`src/rtl/kim_disp_pkg.sv`:
```
// ============================================================================
// kim_disp_pkg
// Shared types and constants for the display frame builder.
// Revision: 1.0
// ============================================================================
`default_nettype none

package kim_disp_pkg;

  typedef enum logic [1:0] {
    ST_IDLE    = 2'd0,
    ST_ENCODE  = 2'd1,
    ST_PRESENT = 2'd2
  } state_t;

  // MAX7219 no-decode segment order: bit6 A ... bit0 G (DP added by caller)
  localparam logic [6:0] c_seg_table [0:15] = '{
    7'h7E, 7'h30, 7'h6D, 7'h79, 7'h33, 7'h5B, 7'h5F, 7'h70,
    7'h7F, 7'h7B, 7'h77, 7'h1F, 7'h4E, 7'h3D, 7'h4F, 7'h47
  };

  localparam logic [7:0] c_blank_code = 8'h00;

endpackage

`default_nettype wire

```
`src/rtl/hex7seg_max.sv`:
```
// ============================================================================
// hex7seg_max
// Combinational hex nibble to 7-segment code lookup.
// Revision: 1.0
// ============================================================================
`default_nettype none

module hex7seg_max
  import kim_disp_pkg::*;
(
  input  logic [3:0] nibble,
  output logic [6:0] seg
);

  assign seg = c_seg_table[nibble];

endmodule

`default_nettype wire

```
`src/rtl/display_frame_builder.sv`:
```
// ============================================================================
// display_frame_builder
// Builds 8-digit MAX7219 segment frames from a hex value on a periodic tick.
// Revision: 1.0
// ============================================================================
`default_nettype none

module display_frame_builder
  import kim_disp_pkg::*;
#(
  parameter int UPDATE_DIV    = 1000,
  parameter bit BLANK_LEADING = 1'b1
) (
  input  logic        clk,
  input  logic        reset_n,
  input  logic [31:0] value_in,
  input  logic [7:0]  digit_en,
  input  logic        hold,
  input  logic        force_req,   // "force" is a reserved word in SystemVerilog
  input  logic        frame_ready,
  output logic        frame_valid,
  output logic [63:0] frame_data,
  output logic        busy
);

  localparam logic [15:0] c_tick_max = 16'(UPDATE_DIV - 1);

  state_t      r_state;
  state_t      w_next_state;
  logic [15:0] r_tick_cnt;
  logic [2:0]  r_digit;
  logic [31:0] r_snap_value;
  logic [7:0]  r_snap_en;
  logic [31:0] r_last_value;
  logic [7:0]  r_last_en;
  logic        r_force_pend;
  logic        r_sent;

  logic        w_tick;
  logic        w_changed;
  logic        w_launch;
  logic        w_encoding;
  logic        w_transfer;
  logic [3:0]  w_nibble;
  logic [6:0]  w_seg;
  logic [7:0]  w_nonzero;
  logic        w_blank;
  logic [7:0]  w_digit_code;

  always_ff @(posedge clk or negedge reset_n) begin
    if (!reset_n) begin
      r_tick_cnt <= 16'd0;
    end else if (w_tick) begin
      r_tick_cnt <= 16'd0;
    end else begin
      r_tick_cnt <= r_tick_cnt + 16'd1;
    end
  end

  assign w_tick    = (r_tick_cnt == c_tick_max);
  assign w_changed = (value_in != r_last_value) || (digit_en != r_last_en);

  always_ff @(posedge clk or negedge reset_n) begin
    if (!reset_n) begin
      r_state <= ST_IDLE;
    end else begin
      r_state <= w_next_state;
    end
  end

  always_comb begin
    w_next_state = r_state;
    case (r_state)
      ST_IDLE: begin
        if (w_tick && !hold && (w_changed || r_force_pend || !r_sent)) begin
          w_next_state = ST_ENCODE;
        end
      end
      ST_ENCODE: begin
        if (r_digit == 3'd7) begin
          w_next_state = ST_PRESENT;
        end
      end
      ST_PRESENT: begin
        if (frame_ready) begin
          w_next_state = ST_IDLE;
        end
      end
      default: w_next_state = ST_IDLE;
    endcase
  end

  always_comb begin
    busy        = (r_state != ST_IDLE);
    frame_valid = (r_state == ST_PRESENT);
    w_launch    = (r_state == ST_IDLE) && (w_next_state == ST_ENCODE);
    w_encoding  = (r_state == ST_ENCODE);
    w_transfer  = (r_state == ST_PRESENT) && frame_ready;
  end

  // Digit k is blanked when no enabled non-zero nibble sits at position k or above
  always_comb begin
    for (int i = 0; i < 8; i++) begin
      w_nonzero[i] = r_snap_en[i] && (r_snap_value[4*i +: 4] != 4'h0);
    end
  end

  assign w_nibble = r_snap_value[{r_digit, 2'b00} +: 4];
  assign w_blank  = BLANK_LEADING && (r_digit != 3'd0) && ((w_nonzero >> r_digit) == 8'h00);

  hex7seg_max u_hex7seg (
    .nibble (w_nibble),
    .seg    (w_seg)
  );

  assign w_digit_code = (!r_snap_en[r_digit] || w_blank) ? c_blank_code : {1'b0, w_seg};

  always_ff @(posedge clk or negedge reset_n) begin
    if (!reset_n) begin
      r_digit      <= 3'd0;
      r_snap_value <= 32'd0;
      r_snap_en    <= 8'd0;
      r_last_value <= 32'd0;
      r_last_en    <= 8'd0;
      r_force_pend <= 1'b0;
      r_sent       <= 1'b0;
      frame_data   <= 64'd0;
    end else begin
      if (w_launch) begin
        r_snap_value <= value_in;
        r_snap_en    <= digit_en;
        r_digit      <= 3'd0;
      end
      if (w_encoding) begin
        frame_data[{r_digit, 3'b000} +: 8] <= w_digit_code;
        r_digit                            <= r_digit + 3'd1;
      end
      if (w_transfer) begin
        r_last_value <= r_snap_value;
        r_last_en    <= r_snap_en;
        r_sent       <= 1'b1;
      end
      // A new force on the transfer edge is a fresh request and survives the clear
      if (force_req) begin
        r_force_pend <= 1'b1;
      end else if (w_transfer) begin
        r_force_pend <= 1'b0;
      end
    end
  end

endmodule

`default_nettype wire

```
`config.mk`:
```
export PLATFORM = sky130hd
export DESIGN_NAME = display_frame_builder
export DESIGN_NICKNAME = d
export VERILOG_FILES = /design/src/rtl/kim_disp_pkg.sv /design/src/rtl/hex7seg_max.sv /design/src/rtl/display_frame_builder.sv
export SDC_FILE = /design/constraint.sdc
export NUM_CORES = 1
export LEC_CHECK = 0
export ABC_AREA = 1
export BUFFER_PORTS_ARGS = -buffer_cell sky130_fd_sc_hd__buf_2
export CAP_MARGIN = 40
export CORE_MARGIN = 8
export CORE_UTILIZATION = 35
export CTS_CLUSTER_DIAMETER = 100
export CTS_CLUSTER_SIZE = 10
export DETAILED_ROUTE_END_ITERATION = 10
export PLACE_DENSITY = 0.56
export SLEW_MARGIN = 15
export SYNTH_ARGS = -nofsm -noshare
export SYNTH_HDL_FRONTEND = slang
export SYNTH_SLANG_ARGS = --single-unit
```
`constraint.sdc`:
```
create_clock -name clk -period 2.6 [get_ports clk]
set_input_delay 0.13 -clock clk [delete_from_list [all_inputs] [get_ports clk]]
set_output_delay 0.13 -clock clk [all_outputs]
set_load 0.1 [all_outputs]
```
=== Word-level counts from Yosys, hierarchy flattened ===
Memories as Yosys holds them, arrays and structs flattened.
Index checks and enable logic that the tools add are counted.

* Equality and inequality tests: 7
* Add/sub/neg operators: 3
* Shift operators: 4
* Magnitude comparators: 2
* Reductions and logical operators: 34
* Bitwise logic cells: 1
* Muxes and demuxes: 15

{| class="wikitable"
|+ Operator list
! kind !! number
|-
| $bwmux W64 || 1
|-
| $shift A8 B8 Y64 const A || 1
|-
| $shiftx A8 B8 Y64 || 1
|-
| $ne A32 B32 Y1 || 1
|-
| $reduce_bool A4 Y1 || 8
|-
| $shiftx A32 B6 Y4 || 1
|-
| $mux W7 || 3
|-
| $add A16 B1 Y16 const B || 1
|-
| $eq A16 B10 Y1 const B || 1
|-
| $mux W16 || 1
|-
| $logic_and A1 B1 Y1 || 13
|-
| $logic_not A8 Y1 || 1
|-
| $ne A8 B8 Y1 || 1
|-
| $neg A6 Y8 || 1
|-
| $shr A8 B3 Y8 || 1
|-
| $mux W2 || 3
|-
| $mux W3 || 2
|-
| $pmux W2 S3 || 1
|-
| $reduce_bool A2 Y1 || 3
|-
| $ge A5 B5 Y1 const B || 1
|-
| $not A4 Y5 || 1
|-
| $eq A2 B1 Y1 const B || 2
|-
| $logic_or A1 B1 Y1 || 4
|-
| $lt A3 B4 Y1 const B || 1
|-
| 8 further kinds || 12
|}

* Bits in read-only memories: 112
* Word-level logic and storage cells: 77
* Input port bits: 45
* Register bits after elaboration: 167
* Memories: 1
* Output and inout port bits: 66

{| class="wikitable"
|+ Memories
! name !! depth !! bits a word !! rd ports !! clocked after memory_dff !! wr ports !! line !! text
|-
| (no name shown) || 16 || 7 || 1 || 0 || 0 || hex7seg_max.sv:15 || <nowiki>assign seg = c_seg_table[nibble];</nowiki>
|}

=== Depth between registers and ports, before layout ===
Gate-level depths: netlist of run 1.

* Depth after elaboration: 11
* Mapped depth: 15
* Mapped depth without buffers: 13

=== Modules after synthesis ===
From an unflattened synthesis of run 1, not the netlist that was laid out.

* Cell total of the unflattened synthesis: 1073
* Area, all modules: 8192.9 µm²

{| class="wikitable"
|+ By module, submodules not included
! module !! area each (µm²) !! sequential area each (µm²) !! times used !! cells an instance
|-
| display_frame_builder || 7907.6 || 3978.8 || 1 || 1019
|-
| hex7seg_max || 285.3 || 0.0 || 1 || 54
|}

=== Least setup slack after synthesis of run 1 ===
OpenSTA, ideal clock, no wires.

* Kind: register to register
* From: register r_state[1]
* To: register r_last_value[19]
* Setup slack: -0.348 ns
* Setup time: 0.132 ns
* Clock period less this slack: 2.948 ns
* Data arrival time: 2.816 ns
* Cell stages (with the launch flop): 7
* Cell sequence: dfrtp_1 > inv_1 > nor2_1 > nand2_1 > clkinv_1 > clkbuf_1 > o21ai_0

* Longest elaborated chain between the ends: 2

{| class="wikitable"
|+ Ends and longest elaborated chain
! item !! line !! text
|-
| from (decl) || display_frame_builder.sv:28 || <nowiki>state_t r_state;</nowiki>
|-
| from (signal assigned) || display_frame_builder.sv:67 || <nowiki>r_state <= w_next_state;</nowiki>
|-
| $eq A2 B2 Y1 || - ||
|-
| named net frame_valid || display_frame_builder.sv:21 || <nowiki>output logic frame_valid,</nowiki>
|-
| $logic_and A1 B1 Y1 || display_frame_builder.sv:98 || <nowiki>w_transfer = (r_state == ST_PRESENT) && frame_ready;</nowiki>
|-
| to (signal assigned) || display_frame_builder.sv:139 || <nowiki>r_last_value <= r_snap_value;</nowiki>
|-
| to (decl) || display_frame_builder.sv:34 || <nowiki>logic [31:0] r_last_value;</nowiki>
|}

The timed path passes the listed nets, and every way through them passes these cells.
A chain may end at the register's enable or synchronous reset.

=== Worst setup path after layout of run 1 ===
* From: register r_digit[0]
* To: register frame_data[20]

* Longest elaborated chain between the ends: 8
* Elaborated cells between the ends (all ways): 18
* Classes of those cells: add/sub (1); shift (4); mux (6); bitwise (1); reduce/logical (5); memory (1)

{| class="wikitable"
|+ Ends and longest elaborated chain
! item !! line !! text
|-
| from (decl) || display_frame_builder.sv:31 || <nowiki>logic [2:0] r_digit;</nowiki>
|-
| from (signal assigned) || display_frame_builder.sv:136 || <nowiki>r_digit <= r_digit + 3'd1;</nowiki>
|-
| $shiftx A32 B6 Y4 || display_frame_builder.sv:108 || <nowiki>assign w_nibble = r_snap_value[{r_digit, 2'b00} +: 4];</nowiki>
|-
| $not A4 Y5 (not written as such) || hex7seg_max.sv:15 ||
|-
| $mem_v2 Z16 W7 || - ||
|-
| $mux W7 (not written as such) (2 in a row) || hex7seg_max.sv:15 ||
|-
| $mux W7 || display_frame_builder.sv:116 || <nowiki>assign w_digit_code = (!r_snap_en[r_digit] || w_blank) ? c_blank_code : {1'b0, w_seg};</nowiki>
|-
| $shiftx A8 B8 Y64 || display_frame_builder.sv:135 || <nowiki>frame_data[{r_digit, 3'b000} +: 8] <= w_digit_code;</nowiki>
|-
| $bwmux W64 * || display_frame_builder.sv:135 ||
|-
| to (signal, indexed assignment) || display_frame_builder.sv:135 ||
|-
| to (decl) || display_frame_builder.sv:22 || <nowiki>output logic [63:0] frame_data,</nowiki>
|}

Mark *: on every way between the ends. The rest lies on a longest branch, timed or not. The select of a mux whose other input is x is not followed.

==> results of run 1 <==
[placed cells by master (no fill, tap or decap), drive strengths merged, types with 2 or more instances in the layout]
master       count
o31ai            2
dfrtp          159
o2bb2ai          2
nor3            12
xor2             4
conb             8
clkinv           6
a21oi            5
nand4           28
ha              10
clkinvlp         3
nand3b           2
xnor2           13
clkbuf          20
nand2          424
nor2            79
o21ai           75
nand3           86
buf            118
dlygate4sd3     36
inv            140
[state kept, by name, summed over array words and instances (netlist names)]
| name | cells |
|---|---|
| frame_data | 56 |
| r_sent | 1 |
| r_force_pend | 1 |
| r_snap_en | 8 |
| r_tick_cnt | 16 |
| r_digit | 3 |
| r_last_en | 8 |
| r_state | 2 |
| r_snap_value | 32 |
| r_last_value | 32 |
[through the flow]
stage	hold WS [ps]	std cells	area, um^2
floorplan	-165.6	1090	8172
global placement	200.4	1462	8995
detailed placement	197.9	1462	8995
CTS	0.6532	1528	9902
global route	14.40	1528	9902
finish	14.76	1528	9902
[layout make-up]
type | instances | area [um^2] | area share
repair buffers | 154 | 1047 | 0.1058
inverters | 140 | 525.5 | 0.05307
clock inverters | 10 | 90.09 | 0.009098
multi-input cells | 755 | 3441 | 0.3475
well taps | 290 | 362.8 | 0.03664
flip-flops and latches | 159 | 3979 | 0.4018
clock buffers | 20 | 456.7 | 0.04612
[kinds of logic after synthesis]
| family | share of synthesized area |
|---|---|
| compound gates | 0.05916 |
| xor+xnor | 0.01828 |
| fa+ha+maj | 0.01537 |
| buf+inv | 0.09265 |
| flops | 0.4886 |
| other cells | 0.0004605 |
| simple gates | 0.3254 |
[per-layer routing]
metal | GRT usage | vias up
met4 | 0.03882 | 0
met2 | 0.2920 | 139
met5 | 0 | -
li1 | - | 3641
met3 | 0.03261 | 11
met1 | 0.2225 | 3401
[critical path, cell delays in order, from the launching register on]
cell	delay [ps]
dfrtp_1	360
inv_2	150
ha_1	250
ha_1	310
inv_1	50
nor3_2	190
inv_1	100
nor2_1	460
inv_2	180
nand2_1	90
o21ai_0	80
[path summary, 6_finish.rpt]
kind | end | slack (ps) | cells past startpoint
max in group asynchronous | frame_data[14] | 1590 | 3
min reg2reg | r_sent | 470 | 1
min | r_snap_value[4] | 10 | 3
max reg2reg | frame_data[20] | 270 | 10
max | frame_data[20] | 270 | 10
min in group asynchronous | r_last_value[3] | 290 | 2
[timing repair]
item                      4_1_cts  5_1_grt
hold buffers                   36        0
hold endpoints to repair      100        0
resized for setup               0        0
[power groups by stage]
stage,Sequential (uW),Clock (uW),Combinational (uW)
final,2540,2380,419
after global routing,2540,2520,475
after CTS,2540,2430,426
after detailed placement,2590,0,383
after global placement,2590,0,382
after floorplan,2570,0,223
==> flow_metrics.tcl, run 1 <==
set metrics [dict create \
    status "finished, final reports clean" \
    io_pins 111 \
    cts_buffer_depth 2 \
    setup_slack_ps 267.7 \
    synth_top_area_frac 0.4886 \
    seq_area_frac_synth 0.4886 \
    vias 7192 \
    num_rows 56 \
    htree_levels 4 \
    comb_power_share 0.078 \
    io_buffer_count 102 \
    hold_start "value_in[4]" \
    crit_type "reg2reg" \
    worst_pin_slew_ps 694.3 \
    relSlewSlack 0.5371 \
    layout_min_cycle_time_ps 2332 \
    synthFlopType "dfrtp_1" \
    crit_fanout 21 \
    pwr-share-clk 0.446 \
    area_delta_synth_final_pct 21.60 \
    yosysMostFrequentCell "nand2_1" \
    syn_avg_cell_area_um2 7.519 \
    report.final.slew_viol_count 0 \
    grtUsageTotal 0.1715 \
    max_clock_freq_mhz 428.8 \
    cell_internal_pwr_uw 3999 \
    drt-total-wl_mm 23.12 \
    drtIter0Drc 640 \
    place_ws_ps 311.3 \
    vias_per_cell 4.707 \
    synthArstFlopShare 1.000 \
    switching_share 0.2514 \
    die_y_um 168.5 \
    die-area_um2 28400 \
    critPathLaunchType "register" \
    route.met3.wl_um 962 \
    cp-end-kind "register" \
    cts_tree "yes" \
    tns_ps 0 \
    drtPass1Iterations 4 \
    clk_latency_ps 420 \
    place_congestion 0.8477 \
    wl_per_cell_um 15.13 \
    total_power_uw 5342 \
    syn_area_um2 8143 \
    grt-ovfl-total 0 \
    synthCells 1083 \
    top_layer "met4" \
    hold_viol 0 \
    yosys-top-cells-area "dfrtp_1 (49%), nand2_1 (19%), inv_1 (5.9%)" \
    switching_power_uw 1343 \
    synth_cell_types 38 \
    grt_pass1_vias 7368 \
    core_area_um2 23120 \
    hold_path_class "in2reg" \
    grt_max_degree 69 \
    crit_start "r_digit[0]" \
    antenna_found_initial 0 \
    drive_gt1_frac 0.1454 \
    cts-root-buf "clkbuf_16" \
    grt_first_pass_wirelength_mm 38.85 \
    fillCellCount 2435 \
    ant_nets 0 \
    num_antenna_cells 0 \
    clock_skew_ps 11.43 \
    final.period_utilization 0.8970 \
    synth-seq-cells 159 \
    synth_edf_count 0 \
    max_cap_viol_count 0 \
    worstReg2RegStart "r_digit[0]" \
    wl_met2_mm 11.18 \
    rsz0062_at_grt "no" \
    clkSinkCount 159 \
    wl_met1_mm 10.79 \
    drc 0 \
    cts_setup_buffers 0 \
    pwr-share-seq 0.476 \
    worstPathRequired_ps 2890 \
    cts_made_buffers 17 \
    initial_utilization 0.3522 \
    cts.clk_slew.worst_paths_ps 70 \
    power_density_nw_per_um2 539.5 \
    worstPathArrival_ps 2620 \
    yosys_warnings 0 \
    num-nets-final 1282 \
    netlist.top_cell.by_area "dfrtp_1" \
    finalSetupViolCount 0 \
    hpwl_mm 16.89 \
    ir_drop_mv 0.3856 \
    synth.top_cells.by_count "nand2_1 (419), dfrtp_1 (159), inv_1 (129), nand3_1 (84), nor2_1 (73)" \
    p_leak_uw 0.005396 \
    fin_util 0.4282 \
    die_w_um 168.5 \
]
No activity file was read; power rests on OpenSTA's default activity.
==> run 2: changes to the inputs <==
ABC_AREA = 0   (was 1)
SYNTH_HIERARCHICAL = 1   (was default)
==> flow_metrics.tcl, run 2 <==
set metrics [dict create \
    final.period_utilization 0.9757 \
    critPathBufInv 3 \
    num_antenna_cells 0 \
    switching_share 0.2203 \
    top_layer "met4" \
    dp_cells 1107 \
    worstReg2RegEnd "frame_data[27]" \
    relSlewSlack 0.5454 \
    clock_skew_ps 14.82 \
    yosys_warnings 6 \
    layout_commonest_cell "dfrtp_1" \
    synthFlopType "dfrtp_1" \
    yosys-top-cells-area "dfrtp_1 (50%), mux2_2 (6.4%), mux2_4 (6.1%)" \
    worstReg2RegStart "r_digit[0]" \
    critPathTopFamily "multiplexers" \
    yosysMostFrequentCell "dfrtp_1" \
    largest_reg_flops 56 \
    worstPathRequired_ps 2890 \
    syn_area_um2 7909 \
    comb_power_share 0.050 \
    pwr-share-seq 0.465 \
    initial_utilization 0.3525 \
    cts.clk_slew.worst_paths_ps 60 \
    drive_gt1_frac 0.3482 \
    place_congestion 0.8170 \
    fillCellCount 2121 \
    syn_avg_cell_area_um2 11.27 \
    hold_viol 0 \
    die_w_um 166.3 \
    drt-total-wl_mm 21.61 \
    synth_cell_types 65 \
    cp-end-kind "register" \
    vias 5952 \
    grt_pass1_vias 6192 \
    crit_fanout 8 \
    grt_first_pass_wirelength_mm 35.17 \
    hold_start "hold" \
    clk_latency_ps 430 \
    path_cells "buf_12 > buf_6 > mux4_2 > nand2_2 > nand2_4 > inv_6 > ha_4 > mux4_2 > nand3_2 > o21ai_0" \
    p_leak_uw 0.004778 \
    status "finished, final reports clean" \
    drc 0 \
    die-area_um2 27660 \
    hold_path_class "in2reg" \
    tns_ps 0 \
    switching_power_uw 1174 \
    total_power_uw 5330 \
    wl_met1_mm 10.09 \
    cts_buffer_depth 2 \
    top_regs "frame_data (56), r_last_value (32), r_snap_value (32)" \
    vias_per_cell 5.040 \
    num_rows 55 \
    holdPathStages 3 \
    register_area_um2 3979 \
    ant_nets 0 \
    clkSinkCount 159 \
    wl_met2_mm 9.870 \
    synth_top_area_frac 0.5031 \
    cell_internal_pwr_uw 4156 \
    layout_min_cycle_time_ps 2537 \
    grt-ovfl-total 0 \
    synthCells 702 \
    grt_max_degree 68 \
    route.met3.wl_mm 1.314 \
    drtPass1Iterations 5 \
    hpwl_mm 15.45 \
    worst_pin_slew_ps 681.9 \
    seq_area_frac_synth 0.5031 \
    synth.top_cells.by_count "dfrtp_1 (159), nand2_1 (98), nand3_1 (68), o21ai_0 (52)" \
    wl_per_cell_um 18.30 \
    worstPathArrival_ps 2830 \
    crit_type "reg2reg" \
    cts-root-buf "clkbuf_16" \
    largest-register "frame_data" \
    drtIter0Drc 385 \
    ir_drop_mv 0.4034 \
    pwr-share-clk 0.486 \
    max_clock_freq_mhz 394.2 \
    synthArstFlopShare 1.000 \
    synth-seq-cells 159 \
    report.final.slew_viol_count 0 \
    core_area_um2 22430 \
    finalSetupViolCount 0 \
    power_density_nw_per_um2 520.4 \
    num-nets-final 944 \
    cp_common_cell "mux4_2" \
    area_delta_synth_final_pct 29.49 \
    synth_edf_count 0 \
    critPathLaunchType "register" \
    multi_input_area_um2 3787 \
    worstRegToRegCells 10 \
    cts_made_buffers 17 \
    r2r_slack_ps 60 \
    fin_cells 1181 \
    critPathMaxStageDelay_ps 610 \
    htree_levels 4 \
    io_buffer_count 102 \
    netlist.top_cell.by_area "dfrtp_1" \
    antenna_found_initial 0 \
    cpMaxStageDelayCell "mux4_2" \
    min_to "r_digit[1]" \
    io_pins 111 \
    grtUsageTotal 0.1604 \
    max_cap_viol_count 0 \
    cts_tree "yes" \
    die_y_um 166.3 \
    final_cell_mix "dfrtp_1 (159), buf_2 (101), nand2_1 (92)" \
]
-- run 2: layout make-up --
class / instances / area share
Inverter: 10 / 0.004154
Timing Repair Buffer: 203 / 0.1448
Sequential cell: 159 / 0.3885
Tap cell: 285 / 0.03482
Clock inverter: 11 / 0.01637
Multi-Input combinational cell: 496 / 0.3698
Clock buffer: 17 / 0.04154
-- run 2: kinds of logic after synthesis --
logic type                 share of synthesized area
and+or+nand+nor                               0.1558
AOI/OAI and AO/OA                            0.05838
buffers and inverters                        0.03480
adders and majority gates                    0.01898
muxes                                         0.1686
xor gates and xnor gates                     0.05980
other                                      0.0004742
DFF                                           0.5031
-- run 2: power by group through the flow --
stage	Sequential, uW	Combinational (uW)	Clock [uW]
2_1_floorplan	2520	100	0
3_3_place_gp	2520	220	0
3_5_place_dp	2520	221	0
4_1_cts	2480	270	2640
5_1_grt	2470	288	2750
6_report	2480	265	2590
-- run 2: worst max-delay path by stage --
stage               startpoint        endpoint  slack (ps)  cells past startpoint
floorplan           r_digit[0]  frame_data[19]           9                     12
global placement    r_digit[0]  frame_data[59]         -30                     10
detailed placement  r_digit[0]  frame_data[28]        -130                     10
CTS                 r_digit[0]  frame_data[27]          20                     10
global route        r_digit[0]  frame_data[27]          -9                     10
finish              r_digit[0]  frame_data[27]          60                     10
-- run 2: worst register-to-register path: cells and delay by family, from the launching register on --
kind	cells	cell delay, ps
multiplexers	2	1100
flip-flops	1	390
AND/OR/NAND/NOR	3	300
adder cells (fa/ha/maj)	1	200
AO/OA/AOI/OAI	1	80
buffers and inverters	3	330
-- run 2: metrics by stage --
stage          cell area (um^2)  utilization  hold slack [ps]  worst slack [ps]
3_3_place_gp               9084       0.4049            184.3            -27.60
2_1_floorplan              7948            -           -165.6             8.550
6_report                  10240       0.4565            7.785             63.30
4_1_cts                   10130       0.4516            5.850             24.39
5_1_grt                   10240       0.4565            43.92            -9.106
3_5_place_dp               9084       0.4049            193.8            -129.4
-- run 2: timing repair --
action                                  CTS  global route
buffers inserted                          3             1
pin swaps                                 0             3
hold buffers                             42             0
hold endpoints to repair                104             0
resized for setup                         4            28
endpoints found under the setup margin   25            35
-- run 2: per-layer routing --
| layer | vias up | track usage |
|---|---|---|
| li1 | 2824 | - |
| met1 | 2935 | 0.2176 |
| met2 | 172 | 0.2439 |
| met3 | 21 | 0.04730 |
| met4 | 0 | 0.04818 |
| met5 | - | 0 |
